$ cat config.mk
export PLATFORM = sky130hd
export DESIGN_NAME = alu_operand_stage
export DESIGN_NICKNAME = d
export VERILOG_FILES = /design/src/rtl/alu_operand_stage.sv
export SDC_FILE = /design/constraint.sdc
export NUM_CORES = 1
export LEC_CHECK = 0
export ABC_AREA = 1
export CORE_UTILIZATION = 40
export CTS_BUF_LIST = sky130_fd_sc_hd__clkbuf_16
export DETAILED_ROUTE_END_ITERATION = 6
export DONT_BUFFER_PORTS = 1
export SLEW_MARGIN = 20
export SYNTH_ARGS = -nofsm -noshare
export SYNTH_HDL_FRONTEND = slang
export SYNTH_SLANG_ARGS = --single-unit
$ cat constraint.sdc
create_clock -name clk -period 3.85 [get_ports clk]
set_input_delay 0.77 -clock clk [delete_from_list [all_inputs] [get_ports clk]]
set_output_delay 0.77 -clock clk [all_outputs]
set_load 0.05 [all_outputs]
$ cat src/rtl/alu_operand_stage.sv
// Decode-to-execute operand stage: resolves EX/WB forwarding, builds immediates,
// selects ALU operands by opcode and holds one entry behind a ready/valid handshake.
module alu_operand_stage #(
  parameter int XLEN   = 32,
  parameter int FWD_EN = 1,
  parameter int CNT_W  = 16
) (
  input  logic             clk,
  input  logic             reset,
  input  logic             in_valid,
  output logic             in_ready,
  input  logic [6:0]       opcode,
  input  logic [2:0]       funct3,
  input  logic [4:0]       rs1,
  input  logic [4:0]       rs2,
  input  logic [11:0]      imm12,
  input  logic [19:0]      u_imm20,
  input  logic [XLEN-1:0]  pc,
  input  logic [XLEN-1:0]  rs1_data,
  input  logic [XLEN-1:0]  rs2_data,
  input  logic             ex_we,
  input  logic [4:0]       ex_rd,
  input  logic [XLEN-1:0]  ex_data,
  input  logic             wb_we,
  input  logic [4:0]       wb_rd,
  input  logic [XLEN-1:0]  wb_data,
  input  logic             flush,
  output logic             out_valid,
  input  logic             out_ready,
  output logic [XLEN-1:0]  data0,
  output logic [XLEN-1:0]  data1,
  output logic             alu_en,
  output logic [2:0]       funct3_q,
  output logic [CNT_W-1:0] stall_cnt
);

  localparam int SHW = $clog2(XLEN);

  localparam logic [6:0] OPC_OP     = 7'b0110011;
  localparam logic [6:0] OPC_OP_IMM = 7'b0010011;
  localparam logic [6:0] OPC_LOAD   = 7'b0000011;
  localparam logic [6:0] OPC_STORE  = 7'b0100011;
  localparam logic [6:0] OPC_LUI    = 7'b0110111;
  localparam logic [6:0] OPC_AUIPC  = 7'b0010111;
  localparam logic [6:0] OPC_JAL    = 7'b1101111;
  localparam logic [6:0] OPC_JALR   = 7'b1100111;
  localparam logic [6:0] OPC_BRANCH = 7'b1100011;

  logic             out_valid_reg;
  logic [XLEN-1:0]  data0_reg, data1_reg;
  logic             alu_en_reg;
  logic [2:0]       funct3_reg;
  logic [CNT_W-1:0] stall_cnt_reg;

  logic [XLEN-1:0]  data0_next, data1_next;
  logic             alu_en_next;
  logic             capture;

  logic [1:0][4:0]      rs_idx;
  logic [1:0][XLEN-1:0] rf_rd;
  logic [31:0]          u_word;
  logic [XLEN-1:0]      imm_sx, uimm_sx, shamt_zx;

  assign rs_idx = {rs2, rs1};
  assign rf_rd  = {rs2_data, rs1_data};

  // Reset forces ready so the upstream never stalls on a stage being cleared.
  assign in_ready = reset | ~out_valid_reg | out_ready;
  assign capture  = in_valid & in_ready & ~flush;

  genvar gi;
  generate
    for (gi = 0; gi < 2; gi++) begin : g_fwd
      logic [XLEN-1:0] val;
      always_comb begin
        val = rf_rd[gi];
        if (rs_idx[gi] == 5'd0)
          val = '0;
        else if (FWD_EN != 0 && ex_we && ex_rd == rs_idx[gi])
          val = ex_data;
        else if (FWD_EN != 0 && wb_we && wb_rd == rs_idx[gi])
          val = wb_data;
      end
    end
  endgenerate

  assign u_word   = {u_imm20, 12'b0};
  assign imm_sx   = XLEN'($signed(imm12));
  assign uimm_sx  = XLEN'($signed(u_word));
  assign shamt_zx = XLEN'(imm12[SHW-1:0]);

  always_comb begin
    data0_next  = '0;
    data1_next  = '0;
    alu_en_next = 1'b1;
    case (opcode)
      OPC_OP, OPC_BRANCH: begin
        data0_next = g_fwd[0].val;
        data1_next = g_fwd[1].val;
      end
      OPC_OP_IMM: begin
        data0_next = g_fwd[0].val;
        data1_next = (funct3 == 3'b001 || funct3 == 3'b101) ? shamt_zx : imm_sx;
      end
      OPC_LOAD, OPC_STORE: begin
        data0_next = g_fwd[0].val;
        data1_next = imm_sx;
      end
      OPC_LUI: data1_next = uimm_sx;
      OPC_AUIPC: begin
        data0_next = pc;
        data1_next = uimm_sx;
      end
      OPC_JAL, OPC_JALR: begin
        data0_next = pc;
        data1_next = XLEN'(4);
      end
      default: alu_en_next = 1'b0;
    endcase
  end

  always_ff @(posedge clk) begin
    if (reset) begin
      out_valid_reg <= 1'b0;
      data0_reg     <= '0;
      data1_reg     <= '0;
      alu_en_reg    <= 1'b0;
      funct3_reg    <= 3'b0;
      stall_cnt_reg <= '0;
    end else begin
      if (flush) begin
        out_valid_reg <= 1'b0;
      end else if (capture) begin
        out_valid_reg <= 1'b1;
        data0_reg     <= data0_next;
        data1_reg     <= data1_next;
        alu_en_reg    <= alu_en_next;
        funct3_reg    <= funct3;
      end else if (out_ready) begin
        out_valid_reg <= 1'b0;
      end
      if (out_valid_reg && !out_ready && stall_cnt_reg != '1)
        stall_cnt_reg <= stall_cnt_reg + CNT_W'(1);
    end
  end

  assign out_valid = out_valid_reg;
  assign data0     = data0_reg;
  assign data1     = data1_reg;
  assign alu_en    = alu_en_reg;
  assign funct3_q  = funct3_reg;
  assign stall_cnt = stall_cnt_reg;

endmodule

After elaboration in Yosys (flattened, before gate mapping). Index checks and enable logic that the tools add are counted.

Register bits: 85. Word-level logic and storage cells: 61.

Add/subtract/negate cells: 1. Equal/unequal tests: 16. Mux-type cells: 12. Bitwise logic cells: 6. Reduce and logical (&&, ||, !) cells: 20.

Operator list (count): 2-to-1 mux 32 bit (7); one-hot mux 32 bit (5 select lines) (1); one-hot mux 32 bit (2 select lines) (1); equality test 7 x 6 -> 1 bit (second input constant) (3); equality test 7 bit (second input constant) (3); equality test 5 bit (4); adder 16 x 1 -> 16 bit (second input constant) (1); inequality test 16 bit (second input constant) (1); equality test 7 x 5 -> 1 bit (second input constant) (2); zero test 5 bit (2); OR reduction 2 bit (5); OR reduction 9 bit (1); equality test 7 x 2 -> 1 bit (second input constant) (1); logical AND 1 bit (6); OR reduction 5 bit (1); equality test 3 x 1 -> 1 bit (second input constant) (1); equality test 3 bit (second input constant) (1); 2-to-1 mux 1 bit (3); OR reduction 3 bit (1); bitwise AND 1 bit (2); NOT 1 bit (2); OR 1 bit (2); AND reduction 2 bit (1); nonzero test 2 bit (1); 2 further kinds (2).

Longest topological paths before layout. Gate-level depths: netlist of run 1.

Word-level depth: 6. Gate-level depth with buffers: 12.

Worst setup path after synthesis of run 1. No wires, ideal clock.

Path kind: in2reg. Start point: input port out_ready. End point: register data1_reg[7], in the netlist data1[7]. Setup time: 70 ps. Data arrival time: 2177 ps. Data required time: 3780 ps. Path slack: 1603 ps. Stages: 9. Path buffers: 2. Cells stage by stage: inv_1 > nand2_1 > inv_1 > nand2_1 > nand3_1 > buf_2 > clkbuf_1 > nand2_1 > a21oi_1.

Word-level cells in the longest chain between the ends: 4.

Ends and longest elaborated chain: start: declaration (RTL line 29) `input logic out_ready,`; OR 1 bit (RTL line 68) `assign in_ready = reset | ~out_valid_reg | out_ready;`; via in_ready (RTL line 11) `output logic in_ready,`; bitwise AND 1 bit (2 in series) (RTL line 69) `assign capture = in_valid & in_ready & ~flush;`; AND reduction 2 bit (no line); end signal: assignment (RTL line 136) `data1_reg <= data1_next;`; end: declaration (RTL line 50) `logic [XLEN-1:0] data0_reg, data1_reg;`.

The timed path passes the listed nets, and every way through them passes these cells. A chain may end at the register's enable or synchronous reset.

Final worst setup path of run 1.
Start point: input port opcode[4]. End point: register data1_reg[15], in the netlist data1[15].

Word-level cells in the longest chain between the ends: 3.

Ends and longest elaborated chain: start: declaration (RTL line 12) `input logic [6:0] opcode,`; equality test 7 bit (tied with other cells) (RTL line 96) `case (opcode)`; OR reduction 2 bit (on tied branches); one-hot mux 32 bit (5 select lines) * (RTL line 96).

Mark *: on every way between the ends. The rest lies on a longest branch, timed or not.

==> results_dict.tcl, run 1 <==
set metrics [dict create \
    r2r_cells 8 \
    portBuffers 0 \
    path_cells "inv_1, nor2_4, nand2_1, o22ai_1, nand3_1, nand2_1, inv_1, nand2_1, nand2_1, a21oi_1" \
    drt-initial-drc-count 607 \
    drv_cap 0 \
    finalNonFillerCells 1218 \
    gp_congestion 0.968 \
    die_h_um 124 \
    peakVddDrop_v 0.000259 \
    grt-busiest-layer "met2" \
    cts_max_path_buffers 2 \
    cts_resized 0 \
    worstReg2RegStart "out_valid$_SDFFE_PP0P_" \
    grt_pass1_vias 6074 \
    rsz0062_at_grt "false" \
    hold_start "flush" \
    use_met2_pct 41.5 \
    use_met1_pct 40.3 \
    rows 44 \
    start_util_pct 41.0 \
    root_buffer "clkbuf_16" \
    hold_buffers 0 \
    startpoint_type "primary input" \
    dp_hpwl_um 17800 \
    grt_overflow 0 \
    multi_input_area_um2 3740 \
    path_clk_slew_ns 0.06 \
    ys_warn_count 0 \
    ys_async_sr_fraction_pct 0 \
    firstDrtPassIters 5 \
    h-tree-depth 3 \
    yosysUniqueCellTypes 34 \
    track_usage_pct 28.9 \
    cpMostUsedCell "nand2_1" \
    vias 6675 \
    clock.fmax_ghz 0.392 \
    path_buf_inv 2 \
    hold_path_class "primary input to register" \
    finalHoldViolCount 0 \
    max_stage_delay_ns 0.62 \
    post-cts-setup-buffers 0 \
    diodes 0 \
    antenna_found_initial 0 \
    core_um2 14600 \
    path_class "primary input to register" \
    viasPerCell 5.48 \
    drc_errors 0 \
    syn2layout_area_growth_pct 5.22 \
    grtUsageMet3_pct 7.73 \
    avgSynthCellArea_um2 5.60 \
    netlist_instances 1070 \
    powerDensity_nw_per_um2 325 \
    seq_area_um2 1700 \
    crit_path_end_kind "register" \
    p_leak_nw 2.88 \
    rrSetupSlack_ns 1.34 \
    crit_required_ns 4.12 \
    critPathSlowestCell "nand3_1" \
    finClkSkew_ns 0.00640 \
    worstMarginPinSlew_ns 0.836 \
    drtAntennaViolNets 0 \
    netlist_area_um2 5990 \
    hold_depth 1 \
    ys_seq_elements 85 \
    setup_viol_count_final 0 \
    setup_tns_ns 0 \
    io_pins 315 \
    final_nets 1260 \
    status "completed" \
    design_area_um2 6300 \
    synth_edf_count 0 \
    whs_endpoint "out_valid$_SDFFE_PP0P_" \
    place_area_um2 6030 \
    cts_tree "done" \
    cp.depth 10 \
    clk-insertion-delay-late_ns 0.34 \
    timing.final.crit_share_pct 66.2 \
    worstPathArrival_ns 2.82 \
    min_period_ns 2.55 \
    grt_start_max_net_pins 68 \
    fillers 1626 \
    ys_seq_area_share_pct 28.4 \
    die_area_um2 15500 \
    path_delay_family "simple AND/OR/NAND/NOR gates" \
    die_x_um 124 \
    cts_sinks 85 \
    timing.final.max_slew_violations 0 \
    timing.rr.end "data0[2]$_SDFFE_PP0P_" \
    grt_pass1_wl_um 35200 \
    numCtsBuffers 9 \
    drive_above_1_share_pct 4.35 \
    slew-limit-headroom_pct 44.1 \
    synth_flop_cell "dfxtp_1" \
    cp_max_fo 22 \
    dp.cells 1203 \
    p_total_mw 2.05 \
    drt_wl_total_um 23000 \
    wl_per_cell_um 18.9 \
    syn_nets 1300 \
]
worst max path at each step:
stage	start	to	slack (ns)
floorplan	out_ready	data1[7]$_SDFFE_PP0P_	1.60
global placement	opcode[4]	data1[23]$_SDFFE_PP0P_	0.97
detailed placement	opcode[4]	data1[12]$_SDFFE_PP0P_	0.97
CTS	opcode[4]	data1[15]$_SDFFE_PP0P_	1.33
global route	opcode[4]	data1[22]$_SDFFE_PP0P_	1.01
finish	opcode[4]	data1[15]$_SDFFE_PP0P_	1.30
Yosys cell counts (3+ instances only):
cell,instances,area (µm²)
buf_1,6,22.5
clkbuf_1,25,93.8
a21oi_1,110,551
buf_6,3,33.8
inv_2,3,11.3
nor2_1,162,608
inv_1,63,236
dfxtp_1,85,1700
nor3_1,11,55.1
o22ai_1,4,25.0
nand3_1,131,656
nand2_1,350,1310
o21ai_0,55,275
buf_2,32,160
nand4_1,6,37.5
cells in the final DEF (no fill, tap or decap), drive strengths merged, types with 9 or more instances in the layout:
master,instances
nor2,165
nand2,351
nand3,133
buf,15
dfxtp,85
a21oi,110
o21ai,56
clkbuf,9
nor3,13
inv,68
where the power goes:
part,switching (mW),total (mW),internal (mW)
combinational,0.153,0.231,0.0778
sequential,0.107,1.01,0.904
clock,0.372,0.805,0.434
total,0.631,2.05,1.42
per-stage QoR:
stage / setup WS (ns) / util [%] / hold WS (ns)
floorplan: 1.60 / - / 0.686
global placement: 0.974 / 41.4 / 0.702
detailed placement: 0.969 / 41.4 / 0.706
CTS: 1.33 / 43.2 / 0.485
global route: 1.01 / 43.2 / 0.484
finish: 1.30 / 43.2 / 0.500
cell type report:
cell class / count / share of cell area, %
Clock buffer: 9 / 3.57
Clock inverter: 6 / 0.655
Inverter: 66 / 3.93
Multi-Input combinational cell: 853 / 59.4
Sequential cell: 85 / 27.0
Tap cell: 184 / 3.65
Timing Repair Buffer: 15 / 1.79
cells by family after synthesis:
family / Yosys count / share of synthesized area [%]
XOR/XNOR: 1 / 0.146
flip-flops: 85 / 28.4
AO/OA/AOI/OAI: 177 / 15.4
AND/OR/NAND/NOR: 674 / 46.5
adder cells (fa/ha/maj): 1 / 0.209
buffers and inverters: 132 / 9.32
metal layers:
metal / share of wire (%) / up-vias
li1: - / 3369
met1: 45 / 2954
met2: 42 / 307
met3: 9.6 / 45
met4: 3.3 / 0
met5: 0 / -
No activity file was read; power rests on OpenSTA's default activity.
==> run 2, diff against run 1 <==
clock period = 2.4 ns   (was 3.85 ns; I/O delays follow)
==> run 2 against run 1 <==
  * Clock skew is essentially flat
  * Largest power group unchanged
  * Critical endpoint is now stall_cnt[10]$_SDFFE_PP0P_
  * Die area is the same
  * Non-clock buffer count grew 22
  * Flip-flop and latch count is the same
  * Global-route usage grew 1.6 points
  * Largest cell class unchanged
  * Sequential share of layout area shrank 0.88 points
  * Clock power grew 66%
==> results_dict.tcl, run 2 (synthesis gave the netlist of run 1 again) <==
set metrics [dict create \
    dp_slack_ns 0.500 \
    timing.final.crit_share_pct 78.4 \
    io_pins 315 \
    grt_pass1_vias 6195 \
    grt_pass1_wl_um 36800 \
    hold_start "reset" \
    path_clk_slew_ns 0.07 \
    gp_congestion 1.00 \
    peakVddDrop_v 0.000375 \
    hold_buffers 0 \
    drt-initial-drc-count 691 \
    crit_required_ns 2.64 \
    vias 6891 \
    status "completed" \
    firstDrtPassIters 5 \
    syn2layout_area_growth_pct 8.75 \
    final_cell_mix "nand2_1, nor2_1, nand3_1" \
    finalHoldViolCount 0 \
    clk-insertion-delay-late_ns 0.35 \
    drtAntennaViolNets 0 \
    setup_viol_count_final 0 \
    whs_endpoint "stall_cnt[15]$_SDFFE_PP0P_" \
    worstPathArrival_ns 2.12 \
    wl_per_cell_um 19.4 \
    cts_sinks 85 \
    antenna_found_initial 0 \
    track_usage_pct 30.5 \
    setup_tns_ns 0 \
    timing.rr.end "stall_cnt[10]$_SDFFE_PP0P_" \
    cts_tree "done" \
    die_h_um 124 \
    r2r_cells 8 \
    numCtsBuffers 9 \
    crit_path_end_kind "register" \
    start_util_pct 41.0 \
    hold_path_class "primary input to register" \
    portBuffers 0 \
    cp_max_fo 6 \
    core_um2 14600 \
    rsz0062_at_grt "false" \
    viasPerCell 5.55 \
    final_common_cell "nand2_1" \
    grt_overflow 0 \
    die_x_um 124 \
    clock.fmax_ghz 0.532 \
    h-tree-depth 3 \
    diodes 0 \
    worstMarginPinSlew_ns 0.590 \
    root_buffer "clkbuf_16" \
    post-cts-setup-buffers 0 \
    p_leak_nw 3.02 \
    drv_cap 0 \
    grt_start_max_net_pins 65 \
    drive_above_1_share_pct 6.34 \
    final_nets 1282 \
    min_period_ns 1.88 \
    cts_max_path_buffers 2 \
    rows 44 \
    fin_ws_ns 0.519 \
    drt_wl_total_um 24000 \
    path_class "register to register" \
    hold_depth 1 \
    cts_resized 0 \
    rrSetupSlack_ns 0.52 \
    powerDensity_nw_per_um2 515 \
    dp_hpwl_um 18600 \
    die_area_um2 15500 \
    slew-limit-headroom_pct 60.6 \
    finClkSkew_ns 0.00639 \
    worstReg2RegStart "stall_cnt[0]$_SDFFE_PP0P_" \
    startpoint_type "register" \
    timing.final.max_slew_violations 0 \
    drc_errors 0 \
]
-- run 2: cell types whose count changed in the layout (fill, tap and decap cells not counted), sizes merged --
cell	delta
buf	+22
clkinv	-1
clkinvlp	+1
inv	+1
-- run 2: area by class of cell --
| class | count | area (µm²) |
|---|---|---|
| clock inverter | 7 | 50.0 |
| inverter | 66 | 248 |
| clock buffer | 9 | 225 |
| tap | 184 | 230 |
| fill | 1617 | 8080 |
| timing repair buffer | 37 | 315 |
| multi-input combinational | 853 | 3740 |
| sequential | 85 | 1700 |
-- run 2: through the flow --
| step | utilization, % | hold slack (ns) | instance area [µm²] | total power, mW | cells |
|---|---|---|---|---|---|
| 2_1_floorplan | - | 0.557 | 5990 | 1.95 | 1070 |
| 3_5_place_dp | 42.8 | 0.513 | 6240 | 2.04 | 1225 |
| 6_report | 44.6 | 0.190 | 6510 | 3.35 | 1241 |
| 5_1_grt | 44.6 | 0.180 | 6510 | 3.48 | 1241 |
| 3_3_place_gp | 42.8 | 0.495 | 6240 | 2.04 | 1225 |
| 4_1_cts | 44.6 | 0.178 | 6510 | 3.38 | 1241 |
-- run 2: critical path, cell delays in order (launching register included) --
cell and delay, ns:
dfxtp_1 0.43, ha_1 0.23, nand2_1 0.06, nor3_1 0.25, inv_1 0.07, nor2_1 0.35, inv_1 0.14, o21ai_0 0.19
a21oi_1 0.06
-- run 2: power breakdown --
group	leakage (nW)	internal [mW]	switching, mW	total (mW)
clock	0.129	0.706	0.637	1.34
combinational	2.20	0.132	0.264	0.396
sequential	0.691	1.45	0.163	1.61
-- run 2: per-layer routing --
metal / vias to the layer above / wire, µm / track usage (%)
li1: 3413 / - / -
met1: 3062 / 10400 / 42.0
met2: 369 / 10300 / 44.8
met3: 47 / 2450 / 8.38
met4: 0 / 832 / 11.8
met5: - / 0 / 0
-- run 2: how the worst max path moves through the flow --
stage                                    from                         end  slack, ns  cells after the start
floorplan              out_valid$_SDFFE_PP0P_       data1[7]$_SDFFE_PP0P_       0.29                      8
global placement                    opcode[4]      data1[25]$_SDFFE_PP0P_       0.53                     11
detailed placement                     rs1[1]       data0[5]$_SDFFE_PP0P_       0.50                     10
CTS                 stall_cnt[0]$_SDFFE_PP0P_  stall_cnt[10]$_SDFFE_PP0P_       0.56                      8
global route        stall_cnt[0]$_SDFFE_PP0P_   stall_cnt[7]$_SDFFE_PP0P_       0.38                      9
finish              stall_cnt[0]$_SDFFE_PP0P_  stall_cnt[10]$_SDFFE_PP0P_       0.52                      8
